## config.mk

```make
export PLATFORM = sky130hd
export DESIGN_NAME = id_pool_manager
export DESIGN_NICKNAME = d
export VERILOG_FILES = /design/src/rtl/id_pool_manager.sv
export SDC_FILE = /design/constraint.sdc
export NUM_CORES = 1
export LEC_CHECK = 0
export BUFFER_PORTS_ARGS = -buffer_cell sky130_fd_sc_hd__buf_2
export CAP_MARGIN = 20
export CORE_UTILIZATION = 45
export CTS_BUF_LIST = sky130_fd_sc_hd__clkbuf_16
export CTS_CLUSTER_DIAMETER = 150
export DETAILED_ROUTE_END_ITERATION = 12
export GPL_TIMING_DRIVEN = 1
export PLACE_DENSITY = 0.65
export SYNTH_ARGS = -nofsm -noshare
export SYNTH_HDL_FRONTEND = slang
export SYNTH_SLANG_ARGS = --single-unit
export TNS_END_PERCENT = 30
```

## constraint.sdc

```tcl
create_clock -name clk -period 7.4 [get_ports clk]
set_clock_uncertainty 0.15 [all_clocks]
set_input_delay 1.11 -clock clk [delete_from_list [all_inputs] [get_ports clk]]
set_output_delay 1.11 -clock clk [all_outputs]
set_load 0.02 [all_outputs]
```

## src/rtl/id_pool_manager.sv

```systemverilog
// id_pool_manager: in-order instruction ID allocator with out-of-order completion,
// partial rollback flush, flush-all, occupancy count and per-ID metadata storage.
//
// Ports:
//   clk, rst            clock, asynchronous active-high reset
//   alloc_req/_data     allocation request and metadata written with it
//   alloc_id            next ID to hand out (head pointer)
//   alloc_available     head ID is free and no flush is pending (comb)
//   alloc_granted       allocation accepted this cycle (comb)
//   complete_valid/_id  per-port completion strobes and IDs
//   flush_valid/_id     squash IDs flush_id .. head-1 and roll head back
//   flush_all           squash every ID, head unchanged
//   read_id/read_data   metadata read port (comb)
//   inflight_count      number of IDs in flight (registered)
//   retire_inc          completions accepted in the previous cycle (registered)
//   error               one-cycle pulse after an illegal completion (registered)
module id_pool_manager #(
    parameter int unsigned  MAX_IDS            = 8,
    parameter int unsigned  NUM_COMPLETE_PORTS = 4,
    parameter int unsigned  META_W             = 32,
    parameter int unsigned  CNT_W              = $clog2(NUM_COMPLETE_PORTS + 1),
    localparam int unsigned ID_W               = $clog2(MAX_IDS)
) (
    input  logic                                   clk,
    input  logic                                   rst,
    input  logic                                   alloc_req,
    input  logic [META_W-1:0]                      alloc_data,
    output logic [ID_W-1:0]                        alloc_id,
    output logic                                   alloc_available,
    output logic                                   alloc_granted,
    input  logic [NUM_COMPLETE_PORTS-1:0]          complete_valid,
    input  logic [NUM_COMPLETE_PORTS-1:0][ID_W-1:0] complete_id,
    input  logic                                   flush_valid,
    input  logic [ID_W-1:0]                        flush_id,
    input  logic                                   flush_all,
    input  logic [ID_W-1:0]                        read_id,
    output logic [META_W-1:0]                      read_data,
    output logic [ID_W:0]                          inflight_count,
    output logic [CNT_W-1:0]                       retire_inc,
    output logic                                   error
);

    localparam int unsigned OCC_W = ID_W + 1;

    logic [MAX_IDS-1:0] inflight_q;
    logic [MAX_IDS-1:0] inflight_d;
    logic [ID_W-1:0]    head_q;
    logic [ID_W-1:0]    head_d;
    logic [OCC_W-1:0]   count_q;
    logic [OCC_W-1:0]   count_d;
    logic [CNT_W-1:0]   retire_q;
    logic [CNT_W-1:0]   retire_d;
    logic               error_q;
    logic               error_d;
    logic [META_W-1:0]  meta_q [MAX_IDS];

    logic [ID_W-1:0]    flush_len;
    logic [ID_W-1:0]    rel;
    logic [MAX_IDS-1:0] squash_mask;
    logic [MAX_IDS-1:0] accept_mask;
    logic [OCC_W-1:0]   squash_cnt;
    logic [ID_W-1:0]    cid;

    assign alloc_available = ~inflight_q[head_q] & ~flush_valid & ~flush_all;
    assign alloc_granted   = alloc_req & alloc_available;
    assign alloc_id        = head_q;
    assign read_data       = meta_q[read_id];
    assign inflight_count  = count_q;
    assign retire_inc      = retire_q;
    assign error           = error_q;

    // Rollback length; zero when flush_id already equals head (no-op flush).
    assign flush_len = head_q - flush_id;

    // IDs cleared by this cycle's flush; modular distance from flush_id selects the range.
    always_comb begin
        squash_mask = '0;
        rel         = '0;
        for (int i = 0; i < MAX_IDS; i++) begin
            rel = ID_W'(i) - flush_id;
            if (flush_all) begin
                squash_mask[i] = 1'b1;
            end else if (flush_valid && (rel < flush_len)) begin
                squash_mask[i] = 1'b1;
            end
        end
    end

    // Completion arbitration: squashed IDs drop silently, free or duplicate IDs flag an error.
    always_comb begin
        accept_mask = '0;
        retire_d    = '0;
        error_d     = 1'b0;
        cid         = '0;
        for (int p = 0; p < NUM_COMPLETE_PORTS; p++) begin
            cid = complete_id[p];
            if (complete_valid[p] && !squash_mask[cid]) begin
                if (!inflight_q[cid] || accept_mask[cid]) begin
                    error_d = 1'b1;
                end else begin
                    accept_mask[cid] = 1'b1;
                    retire_d         = retire_d + CNT_W'(1);
                end
            end
        end
    end

    // Number of live IDs removed by the flush.
    always_comb begin
        squash_cnt = '0;
        for (int i = 0; i < MAX_IDS; i++) begin
            if (squash_mask[i] && inflight_q[i]) begin
                squash_cnt = squash_cnt + OCC_W'(1);
            end
        end
    end

    // Next in-flight set, head and occupancy.
    always_comb begin
        inflight_d = inflight_q & ~squash_mask & ~accept_mask;
        head_d     = head_q;
        if (flush_valid && !flush_all) begin
            head_d = flush_id;
        end else if (alloc_granted) begin
            inflight_d[head_q] = 1'b1;
            head_d             = head_q + ID_W'(1);
        end
        count_d = count_q + OCC_W'(alloc_granted) - OCC_W'(retire_d) - squash_cnt;
    end

    // Control state.
    always_ff @(posedge clk or posedge rst) begin
        if (rst) begin
            inflight_q <= '0;
            head_q     <= '0;
            count_q    <= '0;
            retire_q   <= '0;
            error_q    <= 1'b0;
        end else begin
            inflight_q <= inflight_d;
            head_q     <= head_d;
            count_q    <= count_d;
            retire_q   <= retire_d;
            error_q    <= error_d;
        end
    end

    // Metadata storage, written on grant; intentionally not reset.
    always_ff @(posedge clk) begin
        if (alloc_granted) begin
            meta_q[head_q] <= alloc_data;
        end
    end

    a_grant_free: assert property (@(posedge clk) disable iff (rst)
        alloc_granted |-> !inflight_q[head_q]);

    a_count_popcount: assert property (@(posedge clk) disable iff (rst)
        32'(count_q) == $countones(inflight_q));

endmodule

```

### After elaboration in Yosys (flattened, before gate mapping)

Memory sizes are Yosys's and may differ from the RTL's.
Cells that the tools add are included.

| storage, ports and cells | value |
|---|---|
| bits in registers | 19 |
| memories kept | 2 |
| bits in latches | 0 |
| input port bits | 59 |
| ROM bits | 8 |
| bits in writable memories | 256 |
| output and inout port bits | 45 |
| word-level logic and storage cells | 191 |

| cells by class | value |
|---|---|
| bitwise logic cells | 14 |
| reduce and logical (&&, ||, !) cells | 40 |
| magnitude comparators | 18 |
| shift-type cells | 0 |
| divide/modulo/power cells | 0 |
| $mul | 0 |
| mux-type cells | 89 |
| equal/unequal tests | 0 |
| $add $sub $neg | 23 |

Memories:

| name | depth | bits a word | read ports | clocked after memory_dff | wr ports | line | text |
|---|---|---|---|---|---|---|---|
| meta_q | 8 | 32 | 1 | 0 | 1 | 55 | `logic [META_W-1:0] meta_q [MAX_IDS];` |
| (name not given) | 8 | 1 | 1 | 0 | 0 | 98 | `if (!inflight_q[cid] \|\| accept_mask[cid]) begin` |

Operator list:

| kind | number |
|---|---|
| two-way mux 8 bit | 10 |
| two-way mux 1 bit | 47 |
| binary-select mux 1 bit (select 3 bit) | 12 |
| OR 8 bit | 4 |
| adder 4 x 1 -> 4 bit, second input constant | 7 |
| two-way mux 4 bit | 7 |
| logical AND 1 bit | 26 |
| < comparator 3 bit | 8 |
| two-way mux 3 bit | 8 |
| < comparator 3 x 4 -> 1 bit, second input constant | 5 |
| AND 8 bit | 2 |
| inverter 8 bit | 2 |
| demux 1 bit (select 3 bit) | 5 |
| >= comparator 3 x 1 -> 1 bit, second input constant | 5 |
| adder 3 x 1 -> 3 bit, second input constant | 4 |
| subtractor 3 bit, first input constant | 4 |
| logical NOT 1 bit | 9 |
| subtractor 1 x 3 -> 3 bit, first input constant | 2 |
| subtractor 2 x 3 -> 3 bit, first input constant | 2 |
| adder 4 x 1 -> 4 bit | 1 |
| logical OR 1 bit | 4 |
| subtractor 4 x 3 -> 4 bit | 1 |
| subtractor 4 bit | 1 |
| AND 1 bit | 3 |
| 3 further kinds | 5 |

### Logic depth before layout (Yosys ltp)

| depth | value |
|---|---|
| depth in word-level cells | 30 |
| depth in mapped cells | 35 |
| gate-level depth less buffers | 35 |

### Worst setup path before layout

No wires, ideal clock.

| path | value |
|---|---|
| kind | input to register |
| start point | input flush_id[0] |
| end point | register count_q[3], in the netlist inflight_count[3] |
| data arrival time | 8.419 ns |
| stages on the path | 35 |
| setup time | 0.128 ns |
| path slack | -1.297 ns |
| required time | 7.122 ns |
| path buffers | 0 |
| path through | nand2b_1 fa_1 xnor2_2 xnor2_1 ha_1 inv_1 nand3_1 a31oi_4 and2b_1 ha_1 xor2_1 inv_1 ha_1 mux2_2 ha_1 mux2_2 ha_1 mux2i_1 inv_1 ha_1 nor2_1 a21oi_1 ha_1 mux2_2 ha_1 inv_1 fa_1 ha_1 inv_1 fa_1 xor2_1 xnor2_1 xnor2_1 xnor2_1 xnor2_1 |

| on the way | value |
|---|---|
| word-level cells in the longest chain between the ends | 27 |
| elaborated cells on any way between the ends | 108 |
| those cells by class | add/sub: 21; order compare: 8; mux: 50; bitwise: 2; reduce/logical: 27 |

RTL lines:

| element | line | text |
|---|---|---|
| start: declaration | 34 | `input logic [ID_W-1:0] flush_id,` |
| branches (longest 26 deep; another with adder 4 x 1 -> 4 bit) | - |  |
| subtractor 4 bit * | 128 | `count_d = count_q + OCC_W'(alloc_granted) - OCC_W'(retire_d) - squash_cnt;` |
| named net count_d[3] | 50 | `logic [OCC_W-1:0] count_d;` |
| end signal: assignment | 142 | `count_q <= count_d;` |
| end: declaration | 49 | `logic [OCC_W-1:0] count_q;` |

Mark *: on every way through the listed nets, which the timed path passes. The select of a mux whose other input is x is not followed.
A chain may end at the register's enable or synchronous reset.

### Worst setup path after layout

Same ends and word-level chain as after synthesis.

==> reports/metrics.csv <==
metric,value,unit
status,finished with violations,
violations,negative setup slack,
hold_violations,0,
hold_path_end,inflight_count[0],
syn-cell-area,13200,sq um
multi_input_area,4960,sq um
viasPerCell,5.64,
tightest_slew,1.05,ns
io_pins,104,
grt_setup_unrepaired,yes,
totalWireLength,30600,microns
dr_total_vias,8098,
required,7.67,ns
power_density,243,nW/um^2
synthFlopType,edfxtp_1,
p_total,0.00386,W
clk_latency,0.54,ns
timing.rr.end,inflight_count[3],
leakage,5.63,nW
tritoncts,built,
p_int,0.00288,W
fp.dieW,173,microns
synth-simple-area-share,7.14,%
drt_first_iter_violations,606,
p_sw_share,25.5,%
worst_hold_slack,0.357,ns
rr_worst_depth,35,
cts_buffers,27,
cts.sinks,275,
endpoint_kind,flop,
grt_start_max_net_pins,49,
cp_max_fo,3,
max-slew-margin-rel,29.7,%
cp_slowest_cell,fa_1,
synth_edf_count,256,
antenna_found_initial,5,
yosys_warnings,0,
rows,62,
post-route-period-util,105,%
grt_pass1_wl,47300,microns
synthMuxAreaShare,15.9,%
worstPathArrival,8.03,ns
synthXorXnorAreaFrac,2.78,%
synthCells,844,
drv_slew,0,
placedCellCount,1380,
min_period,7.75,ns
r2r_slack,-0.20,ns
hold_start,inflight_count[0],
synthesis.nets,933,
synth_compound_area_share,6.96,%
root_buffer,clkbuf_16,
p_comb_share,18.2,%
coreArea,28800,sq um
dp_hpwl,19700,microns
dr.pass1.iters,5,
seq_power_share,45.7,%
maxCapViolCount,0,
initial_core_util,45.9,%
cp-startpoint,flush_id[0],
setup_violations,1,
ant_nets,0,
drive_above_1_share,38.6,%
drc,0,
grt_pass1_vias,8180,
critPathLaunchType,input port,
timing.final.ws_setup,-0.354,ns
tns,-0.354,ns
vdd_drop_max,171,uV
cp.depth,36,
yosysUniqueCellTypes,79,
area_growth,20.4,%
r2r-start,alloc_id[0],
fmax,129,MHz
numPortBuffers,103,
cp.buffers_inverters,6,
routedWlPerCell,21.3,microns
min_path_type,reg2reg,
synth_fa_ha_area_share,3.13,%
regArea,8160,sq um
critPathKind,in2reg,
ys_seq_elements,275,
die_h,173,microns
power_frac_clock,36.1,%
htree_num_levels,1,
grt_overflow,0,
clk_pin_slew,0.06,ns
fill_cells,2313,
die_area,30100,sq um
switchingPower,0.000984,W
ys_seq_area_share,61.8,%
cp_top_family,adder cells,
worst_path_largest_cell_delay,0.47,ns
place.gp.congestion,0.908,
hold_depth,1,
postSynthAreaPerCell,15.7,sq um
clk_path_buf_depth,3,
gr-usage-all-layers,20.7,%
fin_nets,1119,
final_cells,1437,
synth_top_family_by_area,multiplexers,
holdBufCountCts,0,
async_reset_ff_share,6.91,%
[cell families (layout without fill, tap and decap cells)]
logic type	after synthesis	after routing
other	0	2
xor gates and xnor gates	39	39
buffers and inverters	76	283
DFF	275	275
AOI/OAI and AO/OA	116	116
and+or+nand+nor	191	191
adders and majority gates	30	30
muxes	117	117
[synth_stat cells (13+ instances only)]
cell	n	area share (%)
o21ai_0	21	0.80
nor3_1	15	0.57
nand3_1	16	0.61
xnor2_1	30	2.0
nand2_1	49	1.4
dfrtp_1	19	3.6
mux2_2	38	3.2
inv_1	32	0.91
ha_1	25	2.4
nand2b_1	13	0.62
mux4_2	70	12
clkbuf_1	26	0.74
nor2_1	45	1.3
edfxtp_1	256	58
and2_1	13	0.62
[cell usage in the layout (no fill, tap or decap), types with 5 or more instances in the layout]
cell type	count
inv_2	6
ha_1	19
edfxtp_1	256
o2111ai_1	5
nor2_1	38
inv_1	30
ha_4	5
clkinv_1	6
o21ai_1	6
nor3_1	13
o21ai_0	20
clkbuf_16	27
nor2_4	6
nand2b_1	11
o22ai_1	5
a21oi_1	9
xor2_1	6
and2_1	13
mux2i_1	7
a31oi_1	10
o31ai_1	7
mux2_2	35
dfrtp_1	19
nand3_1	15
mux4_2	70
nand2_1	49
nand4_1	6
buf_2	100
xnor2_1	29
buf_4	98
nor4_1	5
nor2b_1	8
[timing repair]
action                     CTS  global route
setup endpoints to repair    1             1
pin swaps                    7             6
setup buffers                4             1
gates resized for setup     13             2
[sequential cells by signal (all words and copies together), names as in the netlist]
register and flops:
meta_q 256, error 1, inflight_q 8, inflight_count 4, alloc_id 3, retire_inc 3
[through the flow]
| step | util (%) | worst slack, ns | instance area (sq um) |
|---|---|---|---|
| CTS | 55.2 | -0.298 | 15900 |
| floorplan | - | -0.786 | 13300 |
| global placement | 51.8 | -0.922 | 14900 |
| finish | 55.3 | -0.354 | 15900 |
| detailed placement | 51.8 | -1.12 | 14900 |
| global route | 55.3 | -0.620 | 15900 |
[layer usage]
metal  GRT usage, %  routed length [microns]  vias to the layer above  share of wire (%)
met5              0                       32                        -               0.10
li1               -                        -                     3730                  -
met3           3.90                     1890                       58                6.2
met4           6.05                      754                        6                2.5
met2           32.6                    14300                      248                 47
met1           29.2                    13700                     4056                 45
[cell type report]
| cell class | instances | share of cell area [%] |
|---|---|---|
| repair buffers | 200 | 7.94 |
| flip-flops and latches | 275 | 51.3 |
| diodes | 2 | 0.0315 |
| well taps | 384 | 3.02 |
| clock buffers | 27 | 4.25 |
| multi-input cells | 493 | 31.2 |
| inverters | 33 | 0.779 |
| clock inverters | 23 | 1.52 |
[worst reg2reg max path, delay by kind of cell, from the launching register on]
kind | cells | cell delay (ns)
compound gates | 2 | 0.20
xor+xnor | 8 | 1.29
fa+ha+maj | 12 | 3.50
buf+inv | 5 | 0.27
flops | 1 | 0.40
mux | 4 | 1.03
simple gates | 4 | 0.63
[power groups by stage]
stage / clock (W) / combinational [W] / sequential, W
2_1_floorplan: 0 / 0.000405 / 0.00181
4_1_cts: 0.00143 / 0.000699 / 0.00176
3_5_place_dp: 0 / 0.000683 / 0.00180
5_1_grt: 0.00148 / 0.000763 / 0.00177
6_report: 0.00139 / 0.000702 / 0.00176
3_3_place_gp: 0 / 0.000672 / 0.00180
[how the worst max path moves through the flow]
stage | end | slack, ns
final | inflight_count[3] | -0.35
after global routing | inflight_count[3] | -0.62
after CTS | inflight_count[3] | -0.30
after detailed placement | inflight_count[3] | -1.12
after global placement | inflight_count[3] | -0.92
after floorplan | inflight_count[3] | -0.79
Note: power is estimated with default switching activity, not from simulation.
